File: config.mk
export PLATFORM = sky130hd
export DESIGN_NAME = ara_inval_sequencer
export DESIGN_NICKNAME = d
export VERILOG_FILES = /design/src/rtl/ara_inval_sequencer.sv
export SDC_FILE = /design/constraint.sdc
export NUM_CORES = 1
export LEC_CHECK = 0
export BUFFER_PORTS_ARGS = -buffer_cell sky130_fd_sc_hd__buf_2
export CORE_MARGIN = 5
export CORE_UTILIZATION = 30
export CTS_BUF_LIST = sky130_fd_sc_hd__clkbuf_8 sky130_fd_sc_hd__clkbuf_16
export DETAILED_ROUTE_END_ITERATION = 12
export PLACE_DENSITY = 0.52
export SYNTH_ARGS = -nofsm -noshare
export SYNTH_HDL_FRONTEND = slang
export SYNTH_SLANG_ARGS = --single-unit
File: constraint.sdc
create_clock -name clk_i -period 14.48 [get_ports clk_i]
set_clock_uncertainty 0.1 [all_clocks]
set_input_delay 0 -clock clk_i [delete_from_list [all_inputs] [get_ports clk_i]]
set_output_delay 0 -clock clk_i [all_outputs]
set_load 0.01 [all_outputs]
File: src/rtl/ara_inval_sequencer.sv
// Turns AXI write-burst descriptors into one L1 D-cache line invalidation per line.
// Define INVAL_SEQ_MERGE_EN to skip a loaded first line equal to the line just issued.
module ara_inval_sequencer #(
    parameter int unsigned AddrWidth   = 64,
    parameter int unsigned L1LineWidth = 16,
    parameter int unsigned MaxTxns     = 4
) (
    input  logic                         clk_i,
    input  logic                         rst_ni,
    input  logic                         en_i,
    input  logic                         desc_valid_i,
    output logic                         desc_ready_o,
    input  logic [AddrWidth-1:0]         desc_addr_i,
    input  logic [7:0]                   desc_len_i,
    input  logic [2:0]                   desc_size_i,
    output logic [AddrWidth-1:0]         inval_addr_o,
    output logic                         inval_valid_o,
    input  logic                         inval_ready_i,
    output logic [$clog2(MaxTxns):0]     pending_o,
    output logic                         busy_o
);

    localparam int unsigned PtrW = $clog2(MaxTxns);
    localparam int unsigned CntW = PtrW + 1;

    localparam logic [AddrWidth-1:0] LineStep = AddrWidth'(L1LineWidth);
    localparam logic [AddrWidth-1:0] LineMask = ~AddrWidth'(L1LineWidth - 1);

    typedef enum logic {
        IDLE,
        ISSUE
    } state_e;

    state_e state_q, state_d;

    logic [AddrWidth-1:0] fifo_addr [MaxTxns];
    logic [7:0]           fifo_len  [MaxTxns];
    logic [2:0]           fifo_size [MaxTxns];

    logic [PtrW-1:0] wr_ptr_q, rd_ptr_q;
    logic [CntW-1:0] count_q;
    logic            fifo_full, fifo_empty;
    logic            push, pop;

    logic [AddrWidth-1:0] cur_q, cur_d;
    logic [AddrWidth-1:0] last_q, last_d;

    logic [AddrWidth-1:0] head_addr;
    logic [7:0]           head_len;
    logic [2:0]           head_size;
    logic [8:0]           beats;
    logic [AddrWidth:0]   span;
    logic [AddrWidth:0]   end_ext;
    logic [AddrWidth-1:0] end_addr;
    logic [AddrWidth-1:0] head_first, head_last;
    logic [AddrWidth-1:0] load_cur;
    logic                 single, hit, hs, at_last;

    assign fifo_full  = (count_q == CntW'(MaxTxns));
    assign fifo_empty = (count_q == '0);

    assign desc_ready_o = !fifo_full || !en_i;
    assign push         = desc_valid_i && desc_ready_o && en_i;

    assign head_addr = fifo_addr[rd_ptr_q];
    assign head_len  = fifo_len[rd_ptr_q];
    assign head_size = fifo_size[rd_ptr_q];

    // Line math runs one bit wider so a burst past the top of memory clamps.
    assign beats    = {1'b0, head_len} + 9'd1;
    assign span     = {{(AddrWidth - 8){1'b0}}, beats} << head_size;
    assign end_ext  = {1'b0, head_addr} + span - {{AddrWidth{1'b0}}, 1'b1};
    assign end_addr = end_ext[AddrWidth] ? '1 : end_ext[AddrWidth-1:0];

    assign head_first = head_addr & LineMask;
    assign head_last  = end_addr & LineMask;
    assign single     = (head_first == head_last);

    assign hs      = (state_q == ISSUE) && inval_ready_i;
    assign at_last = (cur_q == last_q);

`ifdef INVAL_SEQ_MERGE_EN
    logic [AddrWidth-1:0] merge_addr_q;
    logic                 merge_vld_q;

    // While chaining, the line handshaking this cycle is the last issued one.
    always_comb begin
        hit = 1'b0;
        if (state_q == ISSUE) begin
            hit = (head_first == cur_q);
        end else begin
            hit = merge_vld_q && (head_first == merge_addr_q);
        end
    end

    always_ff @(posedge clk_i or negedge rst_ni) begin
        if (!rst_ni) begin
            merge_addr_q <= '0;
            merge_vld_q  <= 1'b0;
        end else begin
            if (hs) begin
                merge_addr_q <= cur_q;
                merge_vld_q  <= 1'b1;
            end
            if (state_d == IDLE) begin
                merge_vld_q <= 1'b0;
            end
        end
    end
`else
    assign hit = 1'b0;
`endif

    assign load_cur = hit ? (head_first + LineStep) : head_first;

    always_comb begin
        state_d = state_q;
        cur_d   = cur_q;
        last_d  = last_q;
        pop     = 1'b0;
        unique case (state_q)
            IDLE: begin
                if (!fifo_empty) begin
                    pop = 1'b1;
                    if (!(hit && single)) begin
                        state_d = ISSUE;
                        cur_d   = load_cur;
                        last_d  = head_last;
                    end
                end
            end
            ISSUE: begin
                if (hs) begin
                    if (!at_last) begin
                        cur_d = cur_q + LineStep;
                    end else if (!fifo_empty) begin
                        pop = 1'b1;
                        if (hit && single) begin
                            state_d = IDLE;
                        end else begin
                            cur_d  = load_cur;
                            last_d = head_last;
                        end
                    end else begin
                        state_d = IDLE;
                    end
                end
            end
            default: state_d = IDLE;
        endcase
    end

    always_ff @(posedge clk_i or negedge rst_ni) begin
        if (!rst_ni) begin
            state_q <= IDLE;
            cur_q   <= '0;
            last_q  <= '0;
        end else begin
            state_q <= state_d;
            cur_q   <= cur_d;
            last_q  <= last_d;
        end
    end

    always_ff @(posedge clk_i or negedge rst_ni) begin
        if (!rst_ni) begin
            wr_ptr_q <= '0;
            rd_ptr_q <= '0;
            count_q  <= '0;
        end else begin
            if (push) begin
                wr_ptr_q <= wr_ptr_q + PtrW'(1);
            end
            if (pop) begin
                rd_ptr_q <= rd_ptr_q + PtrW'(1);
            end
            count_q <= count_q + CntW'(push) - CntW'(pop);
        end
    end

    // Storage needs no reset; the pointers define what is live.
    always_ff @(posedge clk_i) begin
        if (push) begin
            fifo_addr[wr_ptr_q] <= desc_addr_i;
            fifo_len[wr_ptr_q]  <= desc_len_i;
            fifo_size[wr_ptr_q] <= desc_size_i;
        end
    end

    assign inval_valid_o = (state_q == ISSUE);
    assign inval_addr_o  = cur_q;
    assign pending_o     = count_q;
    assign busy_o        = !fifo_empty || (state_q != IDLE);

endmodule

Word-level counts from Yosys, hierarchy flattened
Memory sizes are Yosys's and may differ from the RTL's.
Index checks and enable logic that the tools add are counted.
Storage, ports and cells
  flip-flop bits (word level): 136
  latch bits: 0
  memory bits (writable): 300
  memory bits (read-only): 0
  bits of input ports: 80
  output and inout bits: 70
  logic and storage cells: 51
  memories kept: 3
Memory list
  fifo_addr: depth 4, bits a word 64, rd ports 1, clocked after memory_dff 0, write ports 1, line 36  | logic [AddrWidth-1:0] fifo_addr [MaxTxns];
  fifo_len: depth 4, bits a word 8, rd ports 1, clocked after memory_dff 0, write ports 1, line 37  | logic [7:0] fifo_len [MaxTxns];
  fifo_size: depth 4, bits a word 3, rd ports 1, clocked after memory_dff 0, write ports 1, line 38  | logic [2:0] fifo_size [MaxTxns];
Operators by class
  add/sub/neg operators: 8
  multipliers: 0
  div/mod/pow operators: 0
  order comparisons: 0
  equal/unequal tests: 4
  shift-type cells: 1
  multiplexer cells: 18
  bitwise operators: 1
  reductions and logical operators: 10
Operators with widths (count)
  64-bit two-way mux: 7
  64-bit case mux with 2 select lines: 2
  64-bit by 65-bit adder with 65-bit output: 1
  9-bit by 3-bit left shift with 65-bit output: 1
  65-bit by 1-bit subtractor with 65-bit output (second input constant): 1
  64-bit by 5-bit adder with 64-bit output (second input constant): 1
  64-bit equality test: 1
  8-bit by 1-bit adder with 9-bit output (second input constant): 1
  1-bit two-way mux: 7
  2-bit by 1-bit adder with 2-bit output (second input constant): 2
  2-bit by 1-bit != test with 1-bit output (second input constant): 2
  1-bit case mux with 2 select lines: 2
  3-bit by 1-bit adder with 3-bit output: 1
  3-bit equality test (second input constant): 1
  1-bit logical AND: 3
  1-bit zero test: 3
  3-bit zero test: 1
  3-bit by 1-bit subtractor with 3-bit output: 1
  1-bit logical OR: 2
  2-bit AND reduction: 1
  1-bit NOT: 1

Logic depth before layout (Yosys ltp)
An unclocked memory read counts as a cell.
  word-level depth: 10
  mapped depth: 26
  depth with buffers taken out: 22

Least setup slack after synthesis
No wires, ideal clock.
  kind: register to register
  start point: register rd_ptr_q[0]
  end point: register last_q[12]
  setup time: 0.121 ns
  data arrival time: 5.343 ns
  required time: 14.259 ns
  slack: 8.916 ns
  cell stages (with the launch flop): 24
  buffers on the path: 7
  period minus slack after synthesis: 5.564 ns
  cells stage by stage: dfrtp_1 -> buf_6 -> buf_2 -> buf_1 -> buf_2 -> mux2_2 -> a21oi_1 -> clkbuf_1 -> o21ai_0 -> ha_1 -> inv_1 -> ha_1 -> clkbuf_1 -> nand2_1 -> o31ai_1 -> nand3_1 -> nor4b_2 -> o211ai_2 -> a31oi_4 -> a31oi_2 -> xnor2_2 -> nand2_2 -> buf_6 -> o22a_1
Between the ends
  cells in the longest elaborated chain, start to end: 10
  elaborated cells on any way between the ends: 12
  classes of those cells: 3 x add/sub; 1 x shift; 5 x mux; 3 x memory
Ends and longest elaborated chain
  from (decl): line 40  | logic [PtrW-1:0] wr_ptr_q, rd_ptr_q;
  from (signal assigned): line 175  | rd_ptr_q <= rd_ptr_q + PtrW'(1);
  memory read 4 x 8 bit
  8-bit by 1-bit adder with 9-bit output: line 70  | assign beats = {1'b0, head_len} + 9'd1;
  9-bit by 3-bit left shift with 65-bit output: line 71  | assign span = {{(AddrWidth - 8){1'b0}}, beats} << head_size;
  64-bit by 65-bit adder with 65-bit output (*): line 72  | assign end_ext = {1'b0, head_addr} + span - {{AddrWidth{1'b0}}, 1'b1};
  65-bit by 1-bit subtractor with 65-bit output (*): line 72
  64-bit two-way mux (*): line 73  | assign end_addr = end_ext[AddrWidth] ? '1 : end_ext[AddrWidth-1:0];
  64-bit two-way mux (*): line 123, 136
  64-bit two-way mux: line 134  | if (!at_last) begin
  64-bit two-way mux: line 133  | if (hs) begin
  64-bit case mux with 2 select lines (*): line 121  | unique case (state_q)
  to (signal assigned): line 161  | last_q <= last_d;
  to (decl): line 46  | logic [AddrWidth-1:0] last_q, last_d;
Every way passes the cells marked *; elsewhere a longest branch is shown, timed or not. The select of a mux whose other input is x is not followed.
A chain may end at the register's enable or synchronous reset.

Worst setup path after layout
  start point: register rd_ptr_q[1]
  end point: register last_q[63]
Same word-level chain as after synthesis.

==> summary.txt <==
CP arrival - 7.40 ns
First-pass GRT wire length - 105200 µm
CP startpoint kind - register
VDD IR max - 82.88 µV
Asr flop ratio synth - 0.3056
TNS Setup - 0 ns
Most frequent cells in the layout - edfxtp_1 (300), buf_2 (148), nand2_1 (139)
Hold path depth - 2
Avg Inst Size Synth - 11.67 µm²
# setup viols final - 0
Most common cell after layout, fill and taps aside - edfxtp_1
Clock slew at reported path FFs - 0.06 ns
FF-to-FF End - last_q[63]
Worst reg-to-reg setup slack - 7.44 ns
Hold path start - desc_addr_i[58]
CTS max path bufs - 3
Vias per inst - 5.161
Post-route ant nets - 0
Total CTS buffers - 47
DP HPWL - 52250 µm
Die Width - 286.9 µm
Worst skew pair latency - 0.59 ns
Worst slew pin tran - 1.165 ns
Vias - 16650
Total grt overflow - 0
CTS Sinks - 432
I/O Buffers - 149
Status - finished, final reports clean
Final hold vios - 0
Max-Cap Viols - 0
Die Height - 286.9 µm
Fill count - 7491
Fin nets - 2322
Slew margin rel. - 0.2182
Final core occ - 0.3566
Synth top area share - 0.3917
Post-synth EDFFs - 300
CP Capture Type - register
Unrepaired setup endpoints after global routing - false
Final period utilization - 0.4863
CTS tree - done
Layout cells sized above 1 - 0.1566
Register area share after synthesis - 0.5353
Design area - 27080 µm²
Gr usage total - 0.1653
Starting DRT DRC Count - 1440
Ys Warns - 0
Worst Path Required - 14.84 ns
DRC viols - 0
Area growth from synthesis to layout - 17.76%
Synth cell types - 77
Antenna violations before repair - 8
Starting Density - 0.3028
PwrDens - 142.0 nW/µm²
Synthesized area - 23000 µm²
DR pass1 iterations - 6
Htree depth - 2
Min-Delay Path Class - in2reg
R2R depth - 23
Syn Inst Count - 1971
Crit Path Max Fanout - 56
Largest net degree at the start of global routing - 76
DP Area - 24730 µm²
Rows - 101
Pleak - 10.44 nW
FMAX - 142.0 MHz
Routability congestion estimate - 0.9035
Post-Syn Nets - 2137
Core area - 75950 µm²
Synth area leader - edfxtp_1
Die area - 82310 µm²
Worst setup path class - reg2reg
Largest cells by area after synthesis - edfxtp_1 (39%), dfrtp_1 (14%), mux4_2 (7.2%)
Wire per inst - 21.60 µm
Seq cells post-synth - 432
Root buf cell - clkbuf_16
Final Max Slew Viols - 0
Worst Setup SP - rd_ptr_q[1]
Vias in the first global route - 16320
FF-to-FF Start - rd_ptr_q[1]
Final wirelength - 69650 µm
Io pins - 150
Tmin final - 7.042 ns
Top_reg_cell synth - edfxtp_1
Setup crit end - last_q[63]
[cell usage after synthesis (5+ instances only)]
| cell | n |
|---|---|
| clkbuf_1 | 90 |
| and3_1 | 32 |
| xnor2_1 | 61 |
| a221oi_1 | 12 |
| buf_1 | 9 |
| nor3_1 | 23 |
| o21bai_1 | 16 |
| mux2i_1 | 25 |
| nand3_1 | 65 |
| a21o_1 | 37 |
| nand2_1 | 139 |
| edfxtp_1 | 300 |
| dfrtp_1 | 132 |
| and2_1 | 17 |
| mux4_2 | 74 |
| o31ai_1 | 6 |
| o211ai_1 | 5 |
| o22a_1 | 36 |
| a211oi_1 | 8 |
| inv_1 | 128 |
| nor4_1 | 18 |
| a31oi_1 | 41 |
| buf_2 | 6 |
| ha_1 | 85 |
| o22ai_1 | 12 |
| nor2b_1 | 6 |
| nor2_1 | 121 |
| xor2_1 | 76 |
| a21oi_1 | 136 |
| o221ai_1 | 8 |
| o21a_1 | 15 |
| mux2_2 | 5 |
| nand4_1 | 40 |
| buf_6 | 6 |
| o21ai_0 | 105 |
[worst max-delay path, stage by stage, from the launching register on]
cell	delay, ns
dfrtp_4	0.64
buf_4	0.71
mux4_2	0.45
ha_1	0.21
nand3_1	0.11
nor2_1	0.21
xnor2_1	0.10
mux2_2	0.27
o21ai_0	0.24
mux2i_1	0.13
ha_1	0.32
inv_1	0.04
ha_1	0.38
nand2_1	0.11
o31ai_1	0.31
nand3_1	0.20
nor4b_2	0.43
o211ai_2	0.22
a31oi_4	0.30
a31oi_2	0.14
xnor2_2	0.13
buf_4	0.32
nand2_2	0.46
o22a_1	0.34
[stage by stage]
step	hold WS, ns	instances	setup WS (ns)	power, mW
final	0.07062	3225	7.438	3.847
after global routing	0.05188	3223	6.943	4.050
after CTS	0.03333	3220	7.408	3.884
after detailed placement	-0.05011	3056	7.460	2.686
after global placement	-0.06292	3056	7.510	2.679
after floorplan	-0.3956	1971	8.916	2.294
[layer usage]
metal  routed length [µm]  GRT usage
met2                31750     0.2593
met3                 4225    0.02918
met5                   41          0
met1                32300     0.2408
met4                 1337    0.03630
[worst min-delay path by stage]
stage	to
after floorplan	inval_addr_o[0]
after detailed placement	inval_addr_o[6]
final	fifo_addr[2][58]
after CTS	fifo_addr[0][1]
after global placement	inval_addr_o[3]
after global routing	fifo_addr[0][13]
[registers in the layout (all words and copies together) (netlist names)]
name,count
fifo_addr,256
inval_valid_o,1
inval_addr_o,64
last_q,60
rd_ptr_q,2
fifo_len,32
wr_ptr_q,2
fifo_size,12
pending_o,3
[report_power, final]
part / total (mW) / internal, mW / switching [mW]
Sequential: 1.56 / 1.46 / 0.0976
Combinational: 1.12 / 0.407 / 0.716
Clock: 1.17 / 0.670 / 0.498
Total: 3.85 / 2.54 / 1.31
[kinds of logic after synthesis]
kind of cell / synth area share
xor gates and xnor gates: 0.05288
buffers and inverters: 0.04210
muxes: 0.08579
adders and majority gates: 0.04711
DFF: 0.5353
and+or+nand+nor: 0.1012
AOI/OAI and AO/OA: 0.1357
[layout make-up]
type / instances / area, µm² / area share
Clock buffer: 50 / 1229 / 0.04536
Inverter: 129 / 484.2 / 0.01788
Multi-Input combinational cell: 1297 / 9747 / 0.3599
Clock inverter: 33 / 281.5 / 0.01039
Antenna cell: 5 / 12.51 / 0.0004620
Timing Repair Buffer: 249 / 1723 / 0.06361
Sequential cell: 432 / 12320 / 0.4548
Tap cell: 1030 / 1289 / 0.04758
[what timing repair did]
item,4_1_cts,5_1_grt
setup buffers,0,0
hold buffers,81,0
gates resized for setup,0,0
endpoints found under the hold margin,367,0
Note: power is estimated with default switching activity, not from simulation.
